`config.mk`:
```
export PLATFORM = sky130hd
export DESIGN_NAME = param_combolock_flat
export DESIGN_NICKNAME = d
export VERILOG_FILES = /design/src/rtl/param_combolock_pkg.sv /design/src/rtl/param_combolock_if.sv /design/src/rtl/param_combolock_edge_pulse.sv /design/src/rtl/param_combolock.sv /design/src/flat_wrapper.sv
export SDC_FILE = /design/constraint.sdc
export NUM_CORES = 1
export LEC_CHECK = 0
export ABC_AREA = 1
export CAP_MARGIN = 10
export CORE_MARGIN = 10
export CORE_UTILIZATION = 25
export CTS_CLUSTER_DIAMETER = 30
export DETAILED_ROUTE_END_ITERATION = 8
export HOLD_SLACK_MARGIN = 0.15
export SLEW_MARGIN = 15
export SYNTH_ARGS = -nofsm -noshare
export SYNTH_HDL_FRONTEND = slang
export SYNTH_SLANG_ARGS = --single-unit
```
`constraint.sdc`:
```
create_clock -name Clock -period 2.1 [get_ports Clock]
set_clock_uncertainty 0.05 [all_clocks]
set_input_delay 0.42 -clock Clock [delete_from_list [all_inputs] [get_ports Clock]]
set_output_delay 0.42 -clock Clock [all_outputs]
set_load 0.02 [all_outputs]
```
`src/rtl/param_combolock_pkg.sv`:
```
// Shared definitions for the parameterised combination lock: state
// encoding, state width and width helpers used by the lock and its bench.
package combolock_pkg;

   localparam int STATE_W = 3;

   typedef enum logic [STATE_W-1:0] {
      LOCKED     = 3'd0,
      OPEN       = 3'd1,
      NEW_ENTRY  = 3'd2,
      NEW_VERIFY = 3'd3,
      ALARM      = 3'd4
   } state_t;

   // Width of the tries-left / fail-count field: must hold 0..max_tries.
   function automatic int tries_width(input int max_tries);
      return (max_tries < 1) ? 1 : $clog2(max_tries + 1);
   endfunction

   // Width of the lockout timer: must hold 0..cycles, never narrower than 1.
   function automatic int timer_width(input int cycles);
      return (cycles < 1) ? 1 : $clog2(cycles + 1);
   endfunction

endpackage

```
`src/rtl/param_combolock_if.sv`:
```
// User-side bundle of the combination lock: code/button inputs and the
// status outputs. The lock itself connects through the slave modport.
interface param_combolock_if #(
   parameter int CODE_W  = 4,
   parameter int TRIES_W = 2
);
   import combolock_pkg::*;

   logic [CODE_W-1:0]  code;
   logic               confirm;
   logic               change;
   logic [STATE_W-1:0] state;
   logic               unlocked;
   logic               alarm;
   logic [TRIES_W-1:0] tries_left;
   logic               code_updated;

   modport master (
      output code, confirm, change,
      input  state, unlocked, alarm, tries_left, code_updated
   );

   modport slave (
      input  code, confirm, change,
      output state, unlocked, alarm, tries_left, code_updated
   );

endinterface

```
`src/rtl/param_combolock_edge_pulse.sv`:
```
// Rising-edge detector for a raw button level. The pulse is high in the
// cycle where the level is 1 but was 0 at the previous clock edge, so it
// acts at the very next edge. History resets to 1 so a button held
// through reset never produces a pulse.
module edge_pulse (
   input  logic Clock,
   input  logic Reset,
   input  logic level,
   output logic pulse
);

   logic hist_r;

   // Remember the level seen at the last rising edge.
   always_ff @(posedge Clock or posedge Reset) begin
      if (Reset) begin
         hist_r <= 1'b1;
      end else begin
         hist_r <= level;
      end
   end

   assign pulse = level & ~hist_r;

endmodule

```
`src/rtl/param_combolock.sv`:
```
// Parameterised combination lock. Buttons are edge-detected, Confirm wins
// over Change when both rise together. A run of MAX_TRIES wrong Confirm
// attempts raises ALARM for LOCKOUT_CYCLES clocks (forever when 0).
// The stored code can be replaced by an entry/verify sequence.
module param_combolock
   import combolock_pkg::*;
#(
   parameter int                CODE_W         = 4,
   parameter logic [CODE_W-1:0] INIT_CODE      = CODE_W'(4'b0110),
   parameter int                MAX_TRIES      = 2,
   parameter int                LOCKOUT_CYCLES = 16
) (
   input logic              Clock,
   input logic              Reset,
   param_combolock_if.slave bus
);

   localparam int                 TRIES_W    = tries_width(MAX_TRIES);
   localparam int                 TIMER_W    = timer_width(LOCKOUT_CYCLES);
   localparam logic [TRIES_W-1:0] TRIES_MAX  = TRIES_W'(MAX_TRIES);
   localparam logic [TRIES_W-1:0] TRIES_ONE  = TRIES_W'(1'b1);
   localparam logic [TIMER_W-1:0] TIMER_LOAD = TIMER_W'(LOCKOUT_CYCLES);
   localparam logic [TIMER_W-1:0] TIMER_ONE  = TIMER_W'(1'b1);
   localparam bit                 STICKY     = (LOCKOUT_CYCLES == 0);

   // button pulses
   logic conf_p_s;
   logic chg_raw_s;
   logic chg_p_s;
   logic any_p_s;

   // code comparisons and saturating fail increment
   logic               code_hit_s;
   logic               verify_hit_s;
   logic [TRIES_W-1:0] fail_inc_s;

   // architectural state and next-state
   state_t             state_r,   state_nx;
   logic [CODE_W-1:0]  stored_r,  stored_nx;
   logic [CODE_W-1:0]  pending_r, pending_nx;
   logic [TRIES_W-1:0] fail_r,    fail_nx;
   logic [TIMER_W-1:0] timer_r,   timer_nx;
   logic               upd_nx;

   // registered outputs
   logic               upd_r;
   logic               unlocked_r;
   logic               alarm_r;
   logic [TRIES_W-1:0] tries_left_r;

   edge_pulse u_conf_edge (
      .Clock (Clock),
      .Reset (Reset),
      .level (bus.confirm),
      .pulse (conf_p_s)
   );

   edge_pulse u_chg_edge (
      .Clock (Clock),
      .Reset (Reset),
      .level (bus.change),
      .pulse (chg_raw_s)
   );

   // Confirm has priority: a simultaneous Change pulse is dropped.
   assign chg_p_s      = chg_raw_s & ~conf_p_s;
   assign any_p_s      = conf_p_s | chg_raw_s;
   assign code_hit_s   = (bus.code == stored_r);
   assign verify_hit_s = (bus.code == pending_r);
   assign fail_inc_s   = (fail_r >= TRIES_MAX) ? TRIES_MAX : (fail_r + TRIES_ONE);

   // Next-state and datapath decisions for every lock state.
   always_comb begin
      state_nx   = state_r;
      stored_nx  = stored_r;
      pending_nx = pending_r;
      fail_nx    = fail_r;
      timer_nx   = timer_r;
      upd_nx     = 1'b0;

      case (state_r)
         LOCKED: begin
            if (conf_p_s) begin
               if (code_hit_s) begin
                  state_nx = OPEN;
                  fail_nx  = '0;
               end else if (fail_inc_s >= TRIES_MAX) begin
                  state_nx = ALARM;
                  fail_nx  = '0;
                  timer_nx = TIMER_LOAD;
               end else begin
                  fail_nx  = fail_inc_s;
               end
            end else if (chg_p_s) begin
               if (code_hit_s) begin
                  state_nx = NEW_ENTRY;
               end else begin
                  state_nx = LOCKED;
               end
            end else begin
               state_nx = LOCKED;
            end
         end

         OPEN: begin
            if (conf_p_s) begin
               state_nx = LOCKED;
            end else if (chg_p_s) begin
               state_nx = NEW_ENTRY;
            end else begin
               state_nx = OPEN;
            end
         end

         NEW_ENTRY: begin
            if (any_p_s) begin
               pending_nx = bus.code;
               state_nx   = NEW_VERIFY;
            end else begin
               state_nx   = NEW_ENTRY;
            end
         end

         NEW_VERIFY: begin
            if (any_p_s) begin
               state_nx = LOCKED;
               if (verify_hit_s) begin
                  stored_nx = pending_r;
                  upd_nx    = 1'b1;
               end else begin
                  stored_nx = stored_r;
               end
            end else begin
               state_nx = NEW_VERIFY;
            end
         end

         ALARM: begin
            // Buttons are ignored; a zero lockout keeps the alarm until reset.
            if (STICKY) begin
               state_nx = ALARM;
            end else if (timer_r <= TIMER_ONE) begin
               state_nx = LOCKED;
               timer_nx = '0;
            end else begin
               timer_nx = timer_r - TIMER_ONE;
            end
         end

         default: begin
            state_nx = LOCKED;
            fail_nx  = '0;
            timer_nx = '0;
         end
      endcase
   end

   // State, code storage and output registers; reset restores the factory code.
   always_ff @(posedge Clock or posedge Reset) begin
      if (Reset) begin
         state_r      <= LOCKED;
         stored_r     <= INIT_CODE;
         pending_r    <= '0;
         fail_r       <= '0;
         timer_r      <= '0;
         upd_r        <= 1'b0;
         unlocked_r   <= 1'b0;
         alarm_r      <= 1'b0;
         tries_left_r <= TRIES_MAX;
      end else begin
         state_r      <= state_nx;
         stored_r     <= stored_nx;
         pending_r    <= pending_nx;
         fail_r       <= fail_nx;
         timer_r      <= timer_nx;
         upd_r        <= upd_nx;
         unlocked_r   <= (state_nx == OPEN);
         alarm_r      <= (state_nx == ALARM);
         tries_left_r <= TRIES_MAX - fail_nx;
      end
   end

   assign bus.state        = state_r;
   assign bus.unlocked     = unlocked_r;
   assign bus.alarm        = alarm_r;
   assign bus.tries_left   = tries_left_r;
   assign bus.code_updated = upd_r;

endmodule

```
`src/flat_wrapper.sv`:
```
// flat-port wrapper written by rule: the top's interface ports become plain ports
module param_combolock_flat import combolock_pkg::*;
#(
   parameter int                CODE_W         = 4,
   parameter logic [CODE_W-1:0] INIT_CODE      = CODE_W'(4'b0110),
   parameter int                MAX_TRIES      = 2,
   parameter int                LOCKOUT_CYCLES = 16
)
  (Clock, Reset, bus_code, bus_confirm, bus_change, bus_state, bus_unlocked, bus_alarm, bus_tries_left, bus_code_updated);
  param_combolock_if #(.CODE_W(CODE_W), .TRIES_W((tries_width(MAX_TRIES)))) bus_i ();
  input logic Clock;
  input logic Reset;
  input wire logic [$bits(bus_i.code)-1:0] bus_code;
  input wire logic [$bits(bus_i.confirm)-1:0] bus_confirm;
  input wire logic [$bits(bus_i.change)-1:0] bus_change;
  output wire logic [$bits(bus_i.state)-1:0] bus_state;
  output wire logic [$bits(bus_i.unlocked)-1:0] bus_unlocked;
  output wire logic [$bits(bus_i.alarm)-1:0] bus_alarm;
  output wire logic [$bits(bus_i.tries_left)-1:0] bus_tries_left;
  output wire logic [$bits(bus_i.code_updated)-1:0] bus_code_updated;
  assign bus_i.code = bus_code;
  assign bus_i.confirm = bus_confirm;
  assign bus_i.change = bus_change;
  assign bus_state = bus_i.state;
  assign bus_unlocked = bus_i.unlocked;
  assign bus_alarm = bus_i.alarm;
  assign bus_tries_left = bus_i.tries_left;
  assign bus_code_updated = bus_i.code_updated;
  param_combolock #(.CODE_W(CODE_W), .INIT_CODE(INIT_CODE), .MAX_TRIES(MAX_TRIES), .LOCKOUT_CYCLES(LOCKOUT_CYCLES)) u_core (.Clock(Clock), .Reset(Reset), .bus(bus_i));
endmodule
```
==> run summary, run 1 <==
The run finished with clean final reports. For the post-synthesis cell count, the log shows 155. The design draws 1900 uW.

The antenna diode count was 0; the number of fill cells in the layout was 520. The finished layout holds 242 standard cells, fillers aside. The critical path buffer and inverter count works out to 1.

The combinational power share is 39.5%. The tools report the clock sink total as 24. The aggregate routed wire length came out at 2490 um.

Setup repair after global routing left no endpoint under its margin. Data arrives at the worst endpoint at 1.43 ns. The first global-routing pass estimated 4410 um of wire. TritonCTS built the clock tree. The kind of cell with the highest combined delay along the critical path is buffers and inverters. In the routed layout, each cell is associated on average with a via count of 4.07. Ranked by total cell area, the synthesized netlist is headed by dfrtp_1, dfstp_2, nand2_1, inv_1, nand3_1.

Derived from the worst setup path, the maximum achievable clock frequency is 0.525 GHz. The routed layout has 985 vias. At the later pin of the worst-skew pair, clock insertion delay measures 0.27 ns. The cell internal power dissipation is 1180 uW. The delay of the slowest cell on the worst path is 0.67 ns, and the initial core utilization is 26.1%. The total of flip-flops plus latches after synthesis works out to 24. The commonest register cell after synthesis is dfrtp_1.

For the number of optimization iterations in the first detailed-route pass, the log shows 4. STA classifies the critical path startpoint as a register. After clock tree synthesis, the flow added hold-fix buffers numbering 0.

In this run, synthesis inferred 0 flip-flops with an integrated enable. In this run the horizontal extent of the chip is 90.7 um. Summed over all nets, the half-perimeter wirelength after detailed placement is 1920 um.

The final count of pins violating max slew was 0. The number of core rows came out at 25. The logs give 0 for the number of nets with antenna violations after detailed routing and 39 for the number of design-rule violations left by the first detailed-router iteration. For the netlist area before placement, the log shows 1250 um2.

Across the run, the number of max-cap violations was 0. The transition at the pin with the smallest max-transition slack came out at 0.519 ns. The maximum number of pins on one net before global-route repair was 25.

The largest total area in the synthesized netlist belongs to dfrtp_1. The register clock-pin slew on the reported worst setup and hold paths came out at 0.09 ns. Worst hold slack: 0.444 ns. For this design, the slowest cell found on the critical path is clkdlybuf4s50_1. Setup total negative slack on the finished layout was measured at 0 ns.

The area enclosed by the die boundary is 8220 um2. During placement, the flow inserted port buffers numbering 15. Counting flops with an async set or reset pin after synthesis yields a share of 100%.

VDD sags by at most 0.446 mV. Sequential cells burn 39.0% of the power. The share of the clock period used by the worst path after layout is 90.7%, and the switching power is 714 uW.

The clock period minus worst slack came out at 1.90 ns. The worst pin sits at a relative slew slack of 65.1%. After synthesis, the most frequently instantiated cells are nand2_1, inv_1, dfrtp_1.

Synthesis produced a netlist with a net count of 165. The congestion estimate from routability-driven global placement came to 0.733. The total congestion overflow after global routing was 0. The setup path with the least slack is of type register to output port. Final standard cell utilization of the core: 32.6%. A synthesized cell averages 8.06 um2. Kind of capture point of the worst setup path: an output port.

The share of power burned in the clock network was 21.6%. The via count of the first global-routing pass was 986; the number of buffers inserted to repair setup after CTS was 0. After the last flow step, the layout net total stands at 186. The count of cell instances traversed by the critical path was 1. The run gives 0 as the number of antenna violations at the first check in global routing. The min-delay analysis places its worst path in the category primary input to async pin. The number of cells in the design after placement came out at 238.

The run gives 0 as the final count of hold timing violations. Most common cell in the netlist: nand2_1. In this run the standard cell core region covers 4790 um2. Summed over its instances, the top area cell type makes up 38.1% of the synthesized netlist area.

The power density over the cells was 1210 nW/um2; the count of synthesis-stage warnings from yosys was 0. The tree is rooted in a clkbuf_8. TritonCTS created 3 clock buffers. The die height was 90.7 um; the maximum buffer depth of the clock tree was 2. Sequential elements use 48.6% of the synthesized area.

The number of gates resized after CTS was 0. In this run switching power makes up 37.6% of total power. Number of distinct library cells after synthesis: 24. Area growth from synthesis to layout: 25.1%. Final routed DRC violation total: 0. The critical path goes through clkdlybuf4s50_1. The final-report setup violation count was 0. The H-tree depth was 1; the depth of the most critical reg-to-reg path was 5.

The largest driver fanout on the critical path came out at 8. Dividing the detail-routed wire length by the instance count gives 10.3 um. At the worst endpoint, the required time is 1.63 ns. Of the cells placed in the final design, the portion with a size suffix greater than 1 is 12.0%. For this design the static power due to leakage is 0.000774 uW. Across every metal layer, demand over resource in global routing totals 6.22%.

For the total I/O pin count, the log shows 16.
==> power groups by stage <==
stage	registers, uW	logic (uW)	clock network [uW]
2_1_floorplan	774	493	0
3_3_place_gp	743	751	0
3_5_place_dp	745	757	0
4_1_cts	737	759	420
5_1_grt	760	853	433
6_report	739	748	409
==> worst paths after layout <==
kind	start	end	slack, ns
max in group asynchronous	Reset	u_core.u_conf_edge.hist_r	1.25
worst max register to register	u_core.timer_r[1]	u_core.timer_r[1]	0.50
min in group Clock	u_core.stored_r[1]	u_core.stored_r[1]	0.45
worst min-delay path	Reset	u_core.timer_r[0]	0.44
worst max-delay path	u_core.bus.state[2]	bus_state[2]	0.20
worst min register to register	u_core.stored_r[1]	u_core.stored_r[1]	0.45
==> through the flow <==
| stage | cell area (um2) | setup WS [ns] |
|---|---|---|
| global route | 1560 | 0.138 |
| finish | 1560 | 0.195 |
| floorplan | 1250 | 0.710 |
| global placement | 1490 | 0.112 |
| detailed placement | 1490 | 0.0995 |
| CTS | 1560 | 0.185 |
==> layout make-up <==
cell class	count	area (um2)	share of cell area (%)
Clock buffer	3	41.3	2.64
Clock inverter	1	30.0	1.92
Inverter	27	101	6.49
Multi-Input combinational cell	103	533	34.1
Sequential cell	24	607	38.9
Tap cell	67	83.8	5.37
Timing Repair Buffer	17	165	10.6
==> flip-flops by register name, indices dropped and copies added, names as in the netlist <==
signal	count
u_core.bus.state	3
u_core.pending_r	4
u_core.bus.unlocked	1
u_core.fail_r	2
u_core.stored_r	4
u_core.u_conf_edge.hist_r	1
u_core.timer_r	5
u_core.bus.code_updated	1
u_core.u_chg_edge.hist_r	1
u_core.bus.alarm	1
u_core.bus.tries_left	1
==> worst min-delay path, delay by kind of cell <==
family / cells / cell delay, ns
buffers and inverters: 3 / 0.75
==> layout by cell type, fill, tap and decap left out <==
cell / n
inv_2: 1
clkbuf_8: 3
xor2_1: 4
nand3b_1: 2
nor3_1: 3
nand3_2: 1
clkdlybuf4s50_1: 15
nand4_2: 1
inv_1: 26
a21oi_1: 4
a21oi_2: 1
nand4_1: 2
o21ai_0: 13
o21ai_1: 2
nand3_1: 13
dfstp_2: 5
nor2_1: 12
o21ai_4: 1
dfrtp_1: 19
ha_1: 2
bufinv_16: 1
nor2_2: 1
xnor2_1: 1
nand2_1: 35
nand2_2: 4
or2_1: 1
buf_4: 2
==> layer usage <==
layer / track usage [%] / up-vias / part of all wire [%]
met5: 0 / - / 0
met4: 0.796 / 0 / 0.56
met3: 2.41 / 2 / 4.1
met2: 10.9 / 10 / 49
met1: 7.13 / 448 / 46
li1: - / 525 / -
==> cells by family after synthesis <==
logic type / synth area share [%]
flip-flops: 48.6
XOR/XNOR: 3.51
adder cells (fa/ha/maj): 2.00
AO/OA/AOI/OAI: 9.62
AND/OR/NAND/NOR: 27.6
buffers and inverters: 8.72
Note: power is estimated with default switching activity, not from simulation.
==> run 2: changes to the inputs <==
--- a/config.mk
+++ b/config.mk
@@ -7,10 +7,11 @@
 export LEC_CHECK = 0
 export ABC_AREA = 1
 export CAP_MARGIN = 10
+export CORE_ASPECT_RATIO = 0.75
 export CORE_MARGIN = 10
 export CORE_UTILIZATION = 25
-export CTS_CLUSTER_DIAMETER = 30
 export DETAILED_ROUTE_END_ITERATION = 8
+export DONT_BUFFER_PORTS = 1
 export HOLD_SLACK_MARGIN = 0.15
 export SLEW_MARGIN = 15
 export SYNTH_ARGS = -nofsm -noshare
==> run summary, run 2 (synthesized netlist as in run 1, its figures left out) <==
The depth of the most critical reg-to-reg path was 7; the setup slack of the critical path after layout was 0.513 ns. Setup repair after global routing left no endpoint under its margin. The maximum VDD drop is 0.269 mV, and the clock sink total is 24. Routability-driven placement finished with a final weighted congestion of 0.786.

The longest clock path from root to sink contains 2 buffers. The die covers 8250 um2. At the end of the flow, the number of nets in the layout was 174. Detailed placement finished with a half-perimeter wire length of 2090 um.

Subtracting the final worst setup slack from the clock period gives 1.59 ns. The run gives 0 as the total of max-cap violations. The analysis attributes to cell leakage a power of 0.000718 uW. At the worst endpoint, the required time is 2.26 ns. Dividing the detail-routed wire length by the instance count gives 11.6 um. The worst setup path is of the register to register kind.

Of the available clock period, the critical path in the final layout requires 75.6%. The logs give 35.6% for the combinational power share and 16.3% for the share of power burned in the clock network. After floorplanning, the core was divided into 22 placement rows.

The largest driver fanout on the critical path was 5; the area of the core was 4870 um2. For this design the top-level I/O count stands at 16. The logs give 0 for the antenna diode count and 10.2% for the global-route met2 utilization. Buffers inserted during clock tree synthesis total 3.

The category of the worst setup path launch point is a register. TritonCTS built the clock tree. The run finished with clean final reports. After filler insertion, the fill cell instance count of the layout stands at 511. Relative to the synthesized area, the layout overhead comes to 12.6%.

For the final count of pins violating max slew, the log shows 0. In the final layout, the registers with the most flip-flops are u_core.timer_r (5), u_core.pending_r (4), u_core.stored_r (4). The total track usage was 7.00%. At the later pin of the worst-skew pair, clock insertion delay measures 0.26 ns.

The final-report setup violation count was 0. The routed layout has 985 vias. Clock-pin slew was measured on the worst setup and hold paths at 0.08 ns. The number of optimization iterations in the first detailed-route pass was 4; the sequential power share was 48.1%. For the global-route met1 utilization, the log shows 9.02%. Flip-flop count of the largest register after layout: 5. After global routing the overflow that remains totals 0.

Dividing the detail-routed via count by the number of cells gives 4.42. From left edge to right edge, the die measures 102 um. The final count of hold timing violations was 0.

The run gives 0 as the number of antenna violations at the first check in global routing. Leading cell type in the layout, fill and taps excluded: nand2_1. After detailed routing, the number of remaining DRC violations is 0. For this block, the initial DRC count from the detailed router was 55. Dividing total power by cell area gives a power density of 1190 nW/um2. The total negative slack came out at 0 ns. The cell depth of the worst min-delay path is 2.

STA classifies the critical path endpoint as a register. The via count of the first global-routing pass is 941, and the achievable frequency is 0.630 GHz. For this block, the routed nets add up to 2580 um of wire. The initial utilization of the core area, before any placement, comes to 25.6%. The total power is 1680 uW. The logs give 977 uW for the cell internal power dissipation and 16 for the maximum number of pins on one net before global-route repair. Cell at the root of the clock tree: clkbuf_8. The fraction of final layout cells sized beyond drive strength 1 is 12.3%. The register with the highest flop count is u_core.timer_r. In this run the worst hold path is classified as primary input to register.

The run gives 4500 um as the wire length of the first global-routing pass. Buffers placed on the I/O ports in this run total 0. The die is 81.2 um tall. The H-tree depth is 1, and the number of buffers inserted to repair setup after CTS is 0. The highest-utilization routing layer at the global route stage is met2. The tightest hold path in the finished design has a slack of 0.265 ns. The library cells used most frequently in the layout, excluding fill and tap cells, are nand2_1, inv_1, dfrtp_1. In this run the tightest slew margin relative to its limit is 66.6%. Net switching is 41.8% of the power. Summed over all nets, the switching power comes to 702 uW. Timing analysis after detailed placement gives a worst setup slack of 0.524 ns. The logs give 2.97% for the met3 layer usage reported by global route and 0 for the number of nets with antenna violations after detailed routing.

Data on the critical path arrives at its endpoint at 1.75 ns. For the pin with the worst max-slew slack, the measured transition is 0.496 ns.
run 2: cell types whose count changed in the layout (fill, tap and decap cells not counted):
cell / previous run / this run
bufinv_16: 1 / 0
dlygate4sd3_1: 0 / 3
clkdlybuf4s50_1: 15 / 0
clkbuf_1: 0 / 1
run 2: metrics by stage:
stage / utilization [%] / std cells / instance area (um2)
6_report: 28.9 / 223 / 1410
5_1_grt: 28.9 / 223 / 1410
4_1_cts: 28.9 / 223 / 1410
3_5_place_dp: 27.3 / 216 / 1330
3_3_place_gp: 27.3 / 216 / 1330
2_1_floorplan: - / 155 / 1250
run 2: layer usage:
layer,part of all wire (%),up-vias
li1,-,502
met1,48,457
met2,44,24
met3,7.3,2
met4,0.81,0
met5,0,-
run 2: path summary, 6_finish.rpt:
path / from / end / slack (ns)
max in group asynchronous: Reset / u_core.u_conf_edge.hist_r / 0.88
min reg2reg: u_core.stored_r[1] / u_core.stored_r[1] / 0.46
min in group asynchronous: Reset / u_core.bus.unlocked / 0.51
max reg2reg: u_core.timer_r[1] / u_core.timer_r[4] / 0.51
max: u_core.timer_r[1] / u_core.timer_r[4] / 0.51
min: bus_code[0] / u_core.pending_r[0] / 0.26
run 2: power by group through the flow:
stage	Clock, uW	Combinational, uW	Sequential, uW
final	274	599	807
after global routing	306	702	832
after CTS	288	603	811
after detailed placement	0	597	818
after global placement	0	589	815
after floorplan	0	493	774
run 2: worst max-delay path, cell delays in order (launching register included):
cell and delay (ns):
dfrtp_1 0.40, inv_1 0.08, ha_1 0.19, o21ai_0 0.43
nand3b_1 0.13, a21oi_1 0.14, nand2_1 0.06, nand2_1 0.05
run 2: layout make-up:
type                    instances  area [um2]  share of cell area (%)
multi-input cells             103         533                    37.9
inverters                      27         101                    7.21
clock buffers                   4        45.0                    3.20
well taps                      60        75.1                    5.34
repair buffers                  5        45.0                    3.20
flip-flops and latches         24         607                    43.1
run 2: repair_timing:
action                    in CTS  in global routing
hold buffers                   3                  0
resized for setup              0                  0
hold endpoints to repair      10                  0
==> run 3: changes to the inputs <==
==> constraint.sdc (replaced) <==
create_clock -name Clock -period 1.3 [get_ports Clock]
set_clock_uncertainty 0.05 [all_clocks]
set_input_delay 0.26 -clock Clock [delete_from_list [all_inputs] [get_ports Clock]]
set_output_delay 0.26 -clock Clock [all_outputs]
set_load 0.02 [all_outputs]
==> run summary, run 3 (synthesized netlist as in run 1, its figures left out) <==
Measured against its own limit, the worst slew margin works out to 79.4%. The critical path goes through inv_2 > nand2_1 > nand2_1 > nor2_2 > nand2_2 > nand3_2 > nand2_2 > nand2_2 > nand2_2 > nor2_2. In this run the worst path has a maximum fanout of 4. The tools report the final-report setup violation count as 11. The multi-input combinational cells in the finished layout cover a total of 628 um2. The detailed router finished its first iteration with 55 violations. In this run the deepest clock path goes through 2 buffers. Routability-driven placement congestion ratio: 0.774. The number of antenna violations at the first check in global routing came out at 0. In this run the number of cells on the critical path is 10. In the final layout, the registers with the most flip-flops are u_core.timer_r (5), u_core.pending_r (4), u_core.stored_r (4). Area enclosed by the die boundary: 8250 um2.

Among cell families on the critical path, the largest total delay comes from simple AND/OR/NAND/NOR gates. The worst setup path is captured at a register. Leading cell type in the layout, fill and taps excluded: nand2_1.

For the worst-skew pair, the clock arrives at the later sink with an insertion delay of 0.27 ns. The total of max-cap violations is 0. The run gives 22 as the number of core rows.

For the achievable frequency, the log shows 0.723 GHz. The analysis attributes to cell leakage a power of 0.000843 uW. The final critical path takes up 106% of the cycle. Cell at the root of the clock tree: clkbuf_8. The via count of the first global-routing pass came out at 1039. The run gives 0 as the final count of pins violating max slew. The run finished, with violations left. Buffers placed on the I/O ports in this run total 0.

The library cells used most frequently in the layout, excluding fill and tap cells, are nand2_1, inv_1, buf_4, dfrtp_1, nand3_1. The critical path buffer and inverter count came out at 1. The total congestion overflow after global routing was 0.

The pre-CTS worst setup slack was -0.129 ns; the wire length of the first global-routing pass was 4770 um. The routed wire length per instance is 11.4 um. Before antenna repair, the detailed router went through 4 iterations. The delay of the slowest cell on the worst path is 0.54 ns, and the area of the core is 4870 um2.

Power spread over the standard cell area amounts to 1890 nW/um2. The number of buffers added by the clock tree synthesis step was 3; the final routed DRC violation total was 0. Summed over all layers, the routed wires come to 2820 um. The post-route netlist has 38.2% of its cells at a drive strength greater than 1.

The average via count per standard cell works out to 4.24. The wire-length estimate of the detail-placed layout is 2110 um. Clock-pin slew was measured on the worst setup and hold paths at 0.09 ns. The run gives 1.45 ns as the data required time of the critical path.

H-tree depth: 1. Across the VDD grid, the largest voltage drop is 0.413 mV. TritonCTS built the clock tree. The final count of hold timing violations is 0.

The tools report the clock sink total as 24. In the final timing run, aggregate negative setup slack is -0.545 ns. The via count of the routed design came out at 1043. The net count of the finished layout is 197.

The repair_antennas step left the layout with diodes totalling 0. Flip-flop count of the largest register after layout: 5. Counting tap cells, the placed design contains a total of 235 instances. The worst setup path is of the register to register kind.

Setup repair after global routing could not meet its margin everywhere. On the critical path, the stage with the largest delay is an instance of dfstp_2. STA classifies the critical path startpoint as a register. The setup slack of the critical path after layout is -0.0836 ns, and the total track usage is 7.39%. From bottom edge to top edge, the die measures 81.2 um. In this run the remaining antenna-violating nets after routing total 0.

The final reports fail on setup timing. At the pin with the least slew margin, the transition time is 0.309 ns. The maximum number of pins on one net before global-route repair is 25, and the clock period minus worst slack is 1.38 ns. The footprint of the flip-flops and latches was 611 um2.

The worst hold path was traced through 4 stages. The worst hold slack came out at 0.273 ns. Register with the highest flop count: u_core.timer_r.

The area growth from synthesis to layout was 37.7%. The logs give 16 for the total I/O pin count and 498 for the number of fill cells in the layout. For this configuration, the core starts out at a cell density of 25.6%.

The floorplan step set the die width to 102 um. Most frequent cell on the critical path: nand2_2. STA puts the critical path data arrival time at 1.54 ns.

The number of buffers inserted to repair setup after CTS came out at 0. Cells fill 35.3% of the core in the end. The run gives 246 as the final cell count without fillers.

The worst hold path belongs to the class primary input to register. For the worst flop-to-flop path, the logic depth is 10.
==> run 3: per-layer routing <==
layer,routed length [um],vias to the layer above,global-route usage [%]
met5,0,-,0
met4,50,0,3.42
met3,189,5,3.14
met2,1170,16,10.9
met1,1400,469,9.19
li1,-,553,-
==> run 3: final timing paths <==
check                                        start                        to  slack, ns
worst max-delay path            u_core.stored_r[2]       u_core.bus.unlocked      -0.08
worst min-delay path                   bus_code[2]        u_core.stored_r[1]       0.27
worst max register to register  u_core.stored_r[2]       u_core.bus.unlocked      -0.08
worst min register to register  u_core.stored_r[2]        u_core.stored_r[2]       0.44
max in group asynchronous                    Reset  u_core.bus.tries_left[1]       0.49
min in group asynchronous                    Reset         u_core.timer_r[4]       0.42
==> run 3: through the flow <==
step / instance area [um2] / total power, uW
floorplan: 1260 / 2070
detailed placement: 1490 / 2560
CTS: 1670 / 3200
finish: 1720 / 3250
global placement: 1490 / 2550
global route: 1720 / 3530
==> run 3: power breakdown <==
part	internal (uW)	total, uW	switching [uW]
logic	672	1490	819
registers	1000	1240	241
clock network	271	514	243
total	1940	3250	1300
==> run 3: layout make-up <==
type,instances,share of cell area (%)
Inverter,27,6.04
Timing Repair Buffer,28,14.3
Clock buffer,4,3.20
Sequential cell,24,35.5
Multi-Input combinational cell,103,36.5
Tap cell,60,4.37
==> run 3: tightest hold or removal path, stage by stage <==
cell,delay (ns)
xnor2_1,0.05
nand4_1,0.13
buf_4,0.12
o21ai_2,0.04
==> run 3: what timing repair did <==
action	4_1_cts	5_1_grt
endpoints found under the setup margin	16	20
gates resized for setup	21	20
hold buffers	7	0
pin swaps	7	6
endpoints found under the hold margin	25	0
